**config.mk**
```make
export PLATFORM = sky130hd
export DESIGN_NAME = char_collect_flat
export DESIGN_NICKNAME = d
export VERILOG_FILES = /design/src/rtl/char_collect_if.sv /design/src/rtl/char_collect.sv /design/src/flat_wrapper.sv
export SDC_FILE = /design/constraint.sdc
export NUM_CORES = 1
export LEC_CHECK = 0
export CORE_MARGIN = 3
export CORE_UTILIZATION = 50
export CTS_CLUSTER_SIZE = 14
export DETAILED_ROUTE_END_ITERATION = 10
export HOLD_SLACK_MARGIN = 0.1
export PLACE_DENSITY = 0.81
export SETUP_SLACK_MARGIN = 0.3
export SLEW_MARGIN = 20
export SYNTH_ARGS = -nofsm -noshare
export SYNTH_HDL_FRONTEND = slang
export SYNTH_SLANG_ARGS = --single-unit
```
**constraint.sdc**
```tcl
create_clock -name clk -period 6.3 [get_ports clk]
set_clock_uncertainty 0.15 [all_clocks]
set_input_delay 1.26 -clock clk [delete_from_list [all_inputs] [get_ports clk]]
set_output_delay 1.26 -clock clk [all_outputs]
set_load 0.005 [all_outputs]
```
**src/rtl/char_collect_if.sv**
```systemverilog
// Character-interface bundle: match stream in, packed per-plate result out.
interface char_collect_if #(
  parameter int N_CHAR = 7,
  parameter int IDX_W  = 4,
  parameter int DIFF_W = 16
);
  logic                     frame_start;
  logic                     frame_end;
  logic                     match_valid;
  logic [2:0]               match_slot;
  logic [IDX_W-1:0]         match_tmpl;
  logic [DIFF_W-1:0]        match_diff;
  logic [N_CHAR*IDX_W-1:0]  char_index_c;
  logic [N_CHAR*DIFF_W-1:0] char_diff_c;
  logic                     char_valid_c;
  logic                     busy;
  logic [7:0]               frame_cnt;
  logic                     proto_err;

  modport master (
    output frame_start, frame_end, match_valid, match_slot, match_tmpl, match_diff,
    input  char_index_c, char_diff_c, char_valid_c, busy, frame_cnt, proto_err
  );

  modport slave (
    input  frame_start, frame_end, match_valid, match_slot, match_tmpl, match_diff,
    output char_index_c, char_diff_c, char_valid_c, busy, frame_cnt, proto_err
  );
endinterface

```
**src/rtl/char_collect.sv**
```systemverilog
// Per-plate character collector: keeps the lowest-diff template per slot over
// one frame and emits the packed result with a one-cycle valid pulse.
module char_collect #(
  parameter int N_CHAR = 7,
  parameter int IDX_W  = 4,
  parameter int DIFF_W = 16
) (
  input  logic           clk,
  input  logic           rst_n,
  char_collect_if.slave  bus
);

  typedef enum logic [1:0] {IDLE, ACCUM, EMIT} state_t;

  state_t state, state_nxt;

  logic [IDX_W-1:0]         best_idx   [N_CHAR];
  logic [DIFF_W-1:0]        best_diff  [N_CHAR];
  logic [IDX_W-1:0]         merged_idx [N_CHAR];
  logic [DIFF_W-1:0]        merged_diff[N_CHAR];
  logic [N_CHAR*IDX_W-1:0]  packed_idx;
  logic [N_CHAR*DIFF_W-1:0] packed_diff;

  logic slot_ok;
  logic take;
  logic do_init;
  logic emit_go;
  logic err_evt;

  // State register.
  always_ff @(posedge clk or negedge rst_n) begin
    if (!rst_n) state <= IDLE;
    else        state <= state_nxt;
  end

  // Next-state and control decode; frame_start outranks frame_end in ACCUM.
  always_comb begin
    state_nxt = state;
    do_init   = 1'b0;
    emit_go   = 1'b0;
    err_evt   = 1'b0;
    slot_ok   = int'(bus.match_slot) < N_CHAR;
    unique case (state)
      IDLE: begin
        err_evt = bus.match_valid | bus.frame_end;
        if (bus.frame_start) begin
          do_init   = 1'b1;
          state_nxt = ACCUM;
        end
      end
      ACCUM: begin
        err_evt = bus.frame_start | (bus.match_valid & ~slot_ok);
        if (bus.frame_start) begin
          do_init = 1'b1;
        end else if (bus.frame_end) begin
          emit_go   = 1'b1;
          state_nxt = EMIT;
        end
      end
      EMIT: begin
        err_evt   = bus.frame_start | bus.match_valid;
        state_nxt = IDLE;
      end
      default: state_nxt = IDLE;
    endcase
  end

  // Best-so-far merged with this cycle's match so a match in the frame_end cycle is emitted.
  always_comb begin
    take = (state == ACCUM) && bus.match_valid && slot_ok &&
           (bus.match_diff < best_diff[bus.match_slot]);
    for (int unsigned k = 0; k < N_CHAR; k++) begin
      merged_idx[k]  = best_idx[k];
      merged_diff[k] = best_diff[k];
      if (take && (bus.match_slot == 3'(k))) begin
        merged_idx[k]  = bus.match_tmpl;
        merged_diff[k] = bus.match_diff;
      end
    end
  end

  // Pack slots with slot 0 in the most significant field.
  always_comb begin
    packed_idx  = '0;
    packed_diff = '0;
    for (int unsigned k = 0; k < N_CHAR; k++) begin
      packed_idx[(N_CHAR-k)*IDX_W-1 -: IDX_W]    = merged_idx[k];
      packed_diff[(N_CHAR-k)*DIFF_W-1 -: DIFF_W] = merged_diff[k];
    end
  end

  // Per-slot best tracking.
  always_ff @(posedge clk or negedge rst_n) begin
    if (!rst_n) begin
      for (int unsigned k = 0; k < N_CHAR; k++) begin
        best_idx[k]  <= '1;
        best_diff[k] <= '1;
      end
    end else if (do_init) begin
      for (int unsigned k = 0; k < N_CHAR; k++) begin
        best_idx[k]  <= '1;
        best_diff[k] <= '1;
      end
    end else if (state == ACCUM) begin
      for (int unsigned k = 0; k < N_CHAR; k++) begin
        best_idx[k]  <= merged_idx[k];
        best_diff[k] <= merged_diff[k];
      end
    end
  end

  // Result registers, valid pulse, frame counter, busy and sticky error.
  always_ff @(posedge clk or negedge rst_n) begin
    if (!rst_n) begin
      bus.char_index_c <= '0;
      bus.char_diff_c  <= '0;
      bus.char_valid_c <= 1'b0;
      bus.busy         <= 1'b0;
      bus.frame_cnt    <= '0;
      bus.proto_err    <= 1'b0;
    end else begin
      bus.char_valid_c <= emit_go;
      bus.busy         <= (state_nxt != IDLE);
      if (emit_go) begin
        bus.char_index_c <= packed_idx;
        bus.char_diff_c  <= packed_diff;
        bus.frame_cnt    <= bus.frame_cnt + 8'd1;
      end
      if (err_evt) bus.proto_err <= 1'b1;
    end
  end

endmodule
```
**src/flat_wrapper.sv**
```systemverilog
// flat-port wrapper written by rule: the top's interface ports become plain ports
module char_collect_flat 
#(
  parameter int N_CHAR = 7,
  parameter int IDX_W  = 4,
  parameter int DIFF_W = 16
)
  (clk, rst_n, bus_frame_start, bus_frame_end, bus_match_valid, bus_match_slot, bus_match_tmpl, bus_match_diff, bus_char_index_c, bus_char_diff_c, bus_char_valid_c, bus_busy, bus_frame_cnt, bus_proto_err);
  char_collect_if #(.N_CHAR(N_CHAR), .IDX_W(IDX_W), .DIFF_W(DIFF_W)) bus_i ();
  input  logic clk;
  input  logic rst_n;
  input wire logic [$bits(bus_i.frame_start)-1:0] bus_frame_start;
  input wire logic [$bits(bus_i.frame_end)-1:0] bus_frame_end;
  input wire logic [$bits(bus_i.match_valid)-1:0] bus_match_valid;
  input wire logic [$bits(bus_i.match_slot)-1:0] bus_match_slot;
  input wire logic [$bits(bus_i.match_tmpl)-1:0] bus_match_tmpl;
  input wire logic [$bits(bus_i.match_diff)-1:0] bus_match_diff;
  output wire logic [$bits(bus_i.char_index_c)-1:0] bus_char_index_c;
  output wire logic [$bits(bus_i.char_diff_c)-1:0] bus_char_diff_c;
  output wire logic [$bits(bus_i.char_valid_c)-1:0] bus_char_valid_c;
  output wire logic [$bits(bus_i.busy)-1:0] bus_busy;
  output wire logic [$bits(bus_i.frame_cnt)-1:0] bus_frame_cnt;
  output wire logic [$bits(bus_i.proto_err)-1:0] bus_proto_err;
  assign bus_i.frame_start = bus_frame_start;
  assign bus_i.frame_end = bus_frame_end;
  assign bus_i.match_valid = bus_match_valid;
  assign bus_i.match_slot = bus_match_slot;
  assign bus_i.match_tmpl = bus_match_tmpl;
  assign bus_i.match_diff = bus_match_diff;
  assign bus_char_index_c = bus_i.char_index_c;
  assign bus_char_diff_c = bus_i.char_diff_c;
  assign bus_char_valid_c = bus_i.char_valid_c;
  assign bus_busy = bus_i.busy;
  assign bus_frame_cnt = bus_i.frame_cnt;
  assign bus_proto_err = bus_i.proto_err;
  char_collect #(.N_CHAR(N_CHAR), .IDX_W(IDX_W), .DIFF_W(DIFF_W)) u_core (.clk(clk), .rst_n(rst_n), .bus(bus_i));
endmodule
```
* Word-level counts from Yosys, hierarchy flattened
Cells that the tools add are included.
** Word-level totals
- Register bits :: 293
- Input bits :: 28
- Logic and storage cells :: 85
** Operators by class
- Add/sub/neg operators :: 1
- $lt $le $gt $ge :: 3
- Equal/unequal tests :: 8
- Muxes and demuxes :: 31
- Bitwise logic cells :: 6
- Reductions and logical operators :: 15
** Operators with widths (count)
- 112-bit 2-to-1 mux :: 2
- 16-bit 2-to-1 mux :: 9
- 28-bit 2-to-1 mux :: 2
- 16-bit binary-select mux with 3-bit select :: 1
- 4-bit 2-to-1 mux :: 7
- 16-bit < comparator :: 1
- 1-bit logical AND :: 10
- 3-bit equality test, second input constant :: 3
- 8-bit by 1-bit adder with 8-bit output, second input constant :: 1
- 3-bit by 2-bit equality test with 1-bit output, second input constant :: 2
- 2-bit 2-to-1 mux :: 3
- 1-bit 2-to-1 mux :: 5
- 4-bit greater-or-equal comparator, second input constant :: 1
- 3-bit NOT with 4-bit output :: 1
- 2-bit case mux with 2 select lines :: 1
- 2-bit nonzero test :: 2
- 3-bit by 1-bit equality test with 1-bit output, second input constant :: 1
- 3-bit logical NOT :: 1
- 3-bit < comparator, second input constant :: 1
- 1-bit bitwise OR :: 3
- 1-bit case mux with 3 select lines :: 1
- 2-bit by 1-bit equality test with 1-bit output, second input constant :: 1
- 2-bit equality test, second input constant :: 1
- 2-bit logical NOT :: 1
- other kinds (3) :: 3

* Longest topological paths before layout
Gate-level depths: netlist of the first run.
- Word-level depth :: 10
- Depth in mapped cells :: 15

* Least setup slack after synthesis of the first run
Ideal clock, no wire load.
- Path type :: in2reg
- From :: in bus_match_slot[0]
- To :: reg u_core.bus.char_index_c[12]
- Arrival :: 4.523 ns
- Required time :: 6.015 ns
- Path slack :: 1.492 ns
- Cell stages on the path :: 12
- Path buffers :: 3
- Path through :: buf_2 -> buf_1 -> mux4_2 -> o21ai_0 -> ha_1 -> and3_1 -> o21ai_1 -> nand3_1 -> nor4_1 -> buf_2 -> mux2i_1 -> o21ai_0
** Between the ends
- Cells in the longest elaborated chain, start to end :: 8
** Ends and longest elaborated chain
- from (decl) :: line flat_wrapper.sv:15 : input wire logic [$bits(bus_i.match_slot)-1:0] bus_match_slot;
- 3-bit NOT with 4-bit output (not written as such) :: line char_collect.sv:71 : (bus.match_diff < best_diff[bus.match_slot]);
- 16-bit binary-select mux with 3-bit select :: line char_collect.sv:71
- 16-bit 2-to-1 mux (not written as such) (2 in a row) :: line char_collect.sv:71
- 16-bit < comparator :: line char_collect.sv:71
- 1-bit logical AND :: line char_collect.sv:70 : take = (state == ACCUM) && bus.match_valid && slot_ok &&
- 1-bit logical AND * :: line char_collect.sv:75 : if (take && (bus.match_slot == 3'(k))) begin
- 4-bit 2-to-1 mux * :: line char_collect.sv:75
- to (signal assigned) :: line char_collect.sv:125 : bus.char_index_c <= packed_idx;
- to (decl) :: line char_collect_if.sv:27 : output char_index_c, char_diff_c, char_valid_c, busy, frame_cnt, proto_err
Mark *: on every way between the ends. The rest lies on a longest branch, timed or not. The select of a mux whose other input is x is not followed.
A chain may end at the register's enable or synchronous reset.

* Worst setup path after layout of the first run
- From :: in bus_match_slot[0]
- To :: reg u_core.best_idx[4] (netlist bit)
** Between the ends
- Cells in the longest elaborated chain, start to end :: 10
** Ends and longest elaborated chain
- 3-bit NOT with 4-bit output (not written as such) :: line char_collect.sv:71
- 16-bit binary-select mux with 3-bit select :: line char_collect.sv:71
- 16-bit 2-to-1 mux (not written as such) (2 in a row) :: line char_collect.sv:71
- 16-bit < comparator :: line char_collect.sv:71
- 1-bit logical AND :: line char_collect.sv:70
- 1-bit logical AND * :: line char_collect.sv:75
- 4-bit 2-to-1 mux * :: line char_collect.sv:75
- 28-bit 2-to-1 mux * :: line char_collect.sv:104 : end else if (state == ACCUM) begin
- 28-bit 2-to-1 mux * :: line char_collect.sv:99 : end else if (do_init) begin
- to (signal, indexed assignment) :: line char_collect.sv:106 : best_idx[k] <= merged_idx[k];
- to (decl) :: line char_collect.sv:17 : logic [IDX_W-1:0] best_idx [N_CHAR];
Marks and branches as above.

==> results of run 1 <==
-- cells in the mapped netlist (3+ instances only) --
cell	number	area share (%)
a21oi_1	8	0.30
dfstp_2	140	27
mux2_2	16	1.3
o22a_1	140	9.1
dfrtp_1	153	28
mux2i_1	142	11
nor2_1	8	0.22
a221o_1	16	1.2
nand3_1	7	0.26
xnor2_1	6	0.39
ha_1	20	1.9
o21ai_0	154	5.7
buf_1	5	0.14
nor2b_1	5	0.23
o21a_1	8	0.45
o21ai_1	6	0.22
nand4_1	12	0.56
clkbuf_1	83	2.3
inv_1	7	0.20
a21o_1	3	0.17
buf_2	18	0.67
and3_1	4	0.19
mux4_2	15	2.5
nor3_1	8	0.30
nand2_1	153	4.3
-- cells by family after synthesis --
kind of cell	share of synthesized area, %
fa+ha+maj	1.86
buf+inv	3.43
xor+xnor	0.456
simple gates	6.46
flops	55.8
compound gates	17.6
mux	14.4
-- flip-flops by register name, summed over array words and instances (netlist names) --
| signal | cells |
|---|---|
| u_core.best_diff | 112 |
| u_core.best_idx | 28 |
| u_core.bus.busy | 1 |
| u_core.bus.char_diff_c | 112 |
| u_core.bus.char_index_c | 28 |
| u_core.bus.char_valid_c | 1 |
| u_core.bus.frame_cnt | 8 |
| u_core.bus.proto_err | 1 |
| u_core.state | 2 |
-- area by class of cell --
type | instances | area, um^2 | area share (%)
inverters | 7 | 26.3 | 0.158
flip-flops and latches | 293 | 7510 | 45.2
well taps | 335 | 419 | 2.53
clock inverters | 13 | 191 | 1.15
repair buffers | 212 | 2060 | 12.4
clock buffers | 43 | 841 | 5.07
multi-input cells | 747 | 5540 | 33.4
-- worst register-to-register path, stage by stage, from the launching register on --
cell and delay [ps]:
dfstp_2 560, mux2_2 150, a221o_1 120, o21ai_0 90, ha_1 330, nand4_1 150
or3_1 460, a21oi_1 730, nor3_2 110, buf_4 230, nand2_1 600, o22a_1 250
-- through the flow --
stage	utilization, %	cells	setup slack, ps	hold WS (ps)
final	63.1	1650	1130	329
after global routing	63.1	1650	887	343
after CTS	63.1	1650	1200	329
after detailed placement	59.2	1594	638	315
after global placement	59.2	1594	769	311
after floorplan	-	1155	1490	315
-- worst max path at each step --
stage	depth (start not counted)	to	slack (ps)	startpoint
final	12	u_core.best_idx[4]	1130	bus_match_slot[0]
after global placement	12	u_core.best_diff[10]	770	bus_match_slot[0]
after global routing	13	u_core.best_idx[4]	890	bus_match_slot[0]
after CTS	12	u_core.best_idx[4]	1200	bus_match_slot[0]
after detailed placement	11	u_core.best_idx[4]	640	bus_match_slot[0]
after floorplan	12	u_core.bus.char_index_c[12]	1490	bus_match_slot[0]
-- per-layer routing --
| metal | global-route usage [%] | wire length (um) | vias up |
|---|---|---|---|
| li1 | - | - | 4499 |
| met1 | 36.6 | 16000 | 5087 |
| met2 | 39.7 | 16900 | 416 |
| met3 | 4.74 | 2930 | 59 |
| met4 | 6.03 | 796 | 0 |
| met5 | 0 | 0 | - |
-- power by group through the flow --
stage,clock network [mW],registers (mW),logic [mW]
global placement,0,2.74,2.06
finish,1.86,2.74,2.12
detailed placement,0,2.76,2.12
global route,1.96,2.80,2.34
CTS,1.88,2.74,2.14
floorplan,0,2.73,0.785
==> impl_metrics.ini, run 1 <==
[drt]
ant_nets = 0
detail_route.wl_per_cell_um = 22.2
drtIter0Drc = 951
dr.pass1.iters = 6
wl_um = 36600
vias_per_cell = 6.10
vias = 10100
drc = 0

[worst_hold_path]
hold_path.class = reg2reg
hold_depth = 2
hold_path_end = u_core.bus.char_diff_c[70]
worstHoldStart = u_core.bus.char_diff_c[70]

[synth]
synth_fp_nets = 1203
synthCells = 1155
synth_async_sr_flop_share_pct = 100
synth-edff-count = 0
synth_cell_types = 39
yosysWarningCount = 0
synth_area_per_cell_um2 = 11.7
netlist_area_mm2 = 0.0135
synthFlopType = dfrtp_1
synth_seq_cells = 293
ys_seq_area_share_pct = 55.8

[clock_tree]
post_cts.repair.setup_buffers = 0
cts_tree = yes
htreeDepth = 1
root_buffer = clkbuf_16
post_cts_resized = 0
clockBufferDepth = 3
clock-sinks = 293
path_clk_slew_ps = 60
clock_latency_ps = 550
hold_buffers = 0
numCtsBuffers = 30

[cells_and_area]
stdcell_area_mm2 = 0.0166
finalNetCount = 1339
layout-drive-gt1-share_pct = 20.0
diodes = 0
mostFrequentLayoutCells = clkdlybuf4s50_1, o21ai_0, dfrtp_1
final_common_cell = clkdlybuf4s50_1
fillCellCount = 1971
area_delta_synth_final_pct = 23.3

[sta]
max-slew-margin-rel_pct = 31.1
max_freq_mhz = 193
finalSetupTns_ps = 0
slew_violations = 0
rsz0062_at_grt = no
fin_crit_ps = 5170
hold_violations = 0
worst_pin_slew_ps = 1030
finalCritPeriodShare_pct = 82.1
setup_violations = 0

[grt]
grt.total_usage_pct = 25.2
grt_max_degree = 131
overflow = 0
antenna_found_initial = 0
grt_pass1_vias = 10200
grt_pass1_wl_um = 58300

[die]
fp.dieH_um = 170
rows = 59
ioPinCount = 179
die_area_mm2 = 0.0289
start_util_pct = 51.2
core_mm2 = 0.0263
die_w_um = 170

[worst_setup_path]
timing.rr.start = u_core.best_diff[46]
worstPathCellList = buf_2, mux2_2, a221o_1, o21ai_0, ha_1, nand4_1, or3_1, a21oi_1, nor3_2, buf_4, nand2_1, o22a_1
r2r_cells = 11
critPathMaxFanout = 36
cp_data_arrival_time_ps = 5510
cp.buffers_inverters = 2
crit_path_end_kind = flip-flop
crit_slowest_cell = buf_2
max_stage_delay_ps = 730
r2r_slack_ps = 2300
cp-start-kind = primary input
critPathKind = in2reg
timing.rr.end = u_core.best_idx[4]
crit_family = compound AO/OA/AOI/OAI gates
cp.required_ps = 6640

[power]
power.total_mw = 6.71
intPower_mw = 4.65
clock_power_share_pct = 27.6
switching_share_pct = 30.7
cellLeakagePower_nw = 6.54
comb_power_share_pct = 31.5
pwr-share-seq_pct = 40.8
ir_drop_uv = 246
p_sw_mw = 2.06
power_density_mw_per_mm2 = 405

[run]
maxCapViolCount = 0

[placement]
io_buffers = 178
dp_hpwl_um = 23900
placed_cell_area_mm2 = 0.0155
gp_congestion = 0.924

[run_status]
outcome = finished, final reports clean
(Power assumes the default switching activity.)
==> run 2, diff against run 1 <==
==> constraint.sdc (replaced) <==
create_clock -name clk -period 5.4 [get_ports clk]
set_clock_uncertainty 0.15 [all_clocks]
set_input_delay 1.08 -clock clk [delete_from_list [all_inputs] [get_ports clk]]
set_output_delay 1.08 -clock clk [all_outputs]
set_load 0.005 [all_outputs]
==> impl_metrics.ini, run 2 (synthesis gave the netlist of run 1 again) <==
[grt]
antenna_found_initial = 2
grt_pass1_wl_um = 57400
grt.total_usage_pct = 24.9
use_met2_pct = 39.5
grt_max_degree = 121
top_usage_layer = met2
use_met1_pct = 35.5
grt_pass1_vias = 10100
use_met3_pct = 4.76
overflow = 0

[clock_tree]
numCtsBuffers = 29
root_buffer = clkbuf_16
clock-sinks = 293
post_cts_resized = 0
path_clk_slew_ps = 60
clockBufferDepth = 3
post_cts.repair.setup_buffers = 0
htreeDepth = 1
clock_latency_ps = 540
cts_tree = yes
hold_buffers = 0

[power]
p_sw_mw = 2.39
ir_drop_uv = 243
cellLeakagePower_nw = 6.59
power.total_mw = 7.74
intPower_mw = 5.36
pwr-share-seq_pct = 41.1
switching_share_pct = 30.8
clock_power_share_pct = 26.7
comb_power_share_pct = 32.2
power_density_mw_per_mm2 = 465

[sta]
finalCritPeriodShare_pct = 86.3
finalSetupTns_ps = 0
layout_setup_ws_ps = 738
worst_pin_slew_ps = 1090
max_freq_mhz = 215
hold_violations = 0
slew_violations = 0
max-slew-margin-rel_pct = 27.0
setup_violations = 0
rsz0062_at_grt = no
fin_crit_ps = 4660

[worst_hold_path]
hold_path.class = reg2reg

[die]
die_area_mm2 = 0.0289
ioPinCount = 179
start_util_pct = 51.2
die_w_um = 170
fp.dieH_um = 170
rows = 59
core_mm2 = 0.0263

[drt]
vias_per_cell = 6.06
dr.pass1.iters = 5
ant_nets = 0
drtIter0Drc = 942
vias = 10100
drc = 0
detail_route.wl_per_cell_um = 21.8
wl_um = 36200

[run]
maxCapViolCount = 0

[worst_setup_path]
max_stage_delay_ps = 640
cp-endpoint = u_core.best_idx[15]
cp-startpoint = bus_match_slot[1]
timing.rr.start = u_core.best_diff[62]
cp.buffers_inverters = 2
crit_path_end_kind = flip-flop
timing.rr.end = u_core.best_idx[15]
cp-start-kind = primary input
r2r_cells = 9
r2r_slack_ps = 1560
crit_family = compound AO/OA/AOI/OAI gates
cp_num_cells = 11
worstPathCellList = clkdlybuf4s50_1, inv_1, a221o_1, o21ai_0, ha_1, nand4_1, or3_1, a311oi_2, nor4_2, o21a_1, o22a_1
critPathMaxFanout = 20
cp_data_arrival_time_ps = 4970
crit_slowest_cell = a311oi_2
critPathKind = in2reg
cp.required_ps = 5710

[cells_and_area]
area_delta_synth_final_pct = 23.8
final_common_cell = clkdlybuf4s50_1
stdcell_area_mm2 = 0.0167
finalNetCount = 1351
mostFrequentLayoutCells = clkdlybuf4s50_1, o21ai_0, dfrtp_1
largestRegisters = u_core.best_diff: 112 flops, u_core.bus.char_diff_c: 112 flops
layout-drive-gt1-share_pct = 21.1
fin_cells = 1661

[placement]
placed_cell_area_mm2 = 0.0157
gp_congestion = 0.872
dp_slack_ps = 207
dp_hpwl_um = 24100
io_buffers = 178
dp.cells = 1607

[run_status]
outcome = finished, final reports clean
run 2: cell types whose count changed in the layout (fill, tap and decap cells not counted), moves of 2 or more:
| cell | previous run | this run |
|---|---|---|
| clkbuf_16 | 31 | 29 |
| buf_12 | 2 | 4 |
| clkbuf_1 | 10 | 5 |
| clkinv_2 | 5 | 7 |
| buf_4 | 32 | 43 |
| clkinv_1 | 2 | 0 |
| bufinv_16 | 5 | 3 |
| clkbuf_8 | 2 | 8 |
run 2: stage by stage:
stage | hold slack [ps] | util [%]
2_1_floorplan | 315 | -
3_5_place_dp | 319 | 59.6
4_1_cts | 332 | 63.4
5_1_grt | 354 | 63.4
6_report | 327 | 63.4
3_3_place_gp | 310 | 59.6
run 2: worst reg2reg max path: cells and delay by family (launching register included):
family | cells | cell delay, ps
compound gates | 4 | 1680
simple gates | 3 | 790
mux | 1 | 490
flops | 1 | 380
fa+ha+maj | 1 | 280
run 2: final cells by class:
| type | count | area, um^2 |
|---|---|---|
| Clock buffer | 42 | 855 |
| Sequential cell | 293 | 7510 |
| Antenna cell | 1 | 2.50 |
| Tap cell | 335 | 419 |
| Clock inverter | 11 | 133 |
| Fill cell | 1983 | 9620 |
| Inverter | 7 | 26.3 |
| Timing Repair Buffer | 225 | 2180 |
| Multi-Input combinational cell | 747 | 5540 |
run 2: worst min path at each step:
stage                                      startpoint                           to  slack (ps)  depth (start not counted)
after floorplan                  u_core.bus.proto_err         u_core.bus.proto_err         310                          1
after global placement    u_core.bus.char_diff_c[111]  u_core.bus.char_diff_c[111]         310                          2
after detailed placement   u_core.bus.char_diff_c[97]   u_core.bus.char_diff_c[97]         320                          2
after CTS                  u_core.bus.char_diff_c[97]   u_core.bus.char_diff_c[97]         330                          2
after global routing       u_core.bus.char_diff_c[58]   u_core.bus.char_diff_c[58]         350                          2
final                      u_core.bus.char_diff_c[97]   u_core.bus.char_diff_c[97]         330                          2
run 2: metal layers:
layer,share of wire [%],vias to the layer above
li1,-,4522
met1,43,5095
met2,47,394
met3,8.3,53
met4,2.2,2
met5,0.036,-
run 2: power groups by stage:
stage               registers [mW]  clock network, mW  logic (mW)
finish                        3.18               2.07        2.49
global route                  3.25               2.19        2.75
CTS                           3.19               2.09        2.52
detailed placement            3.21                  0        2.50
global placement              3.20                  0        2.43
floorplan                     3.18                  0       0.916
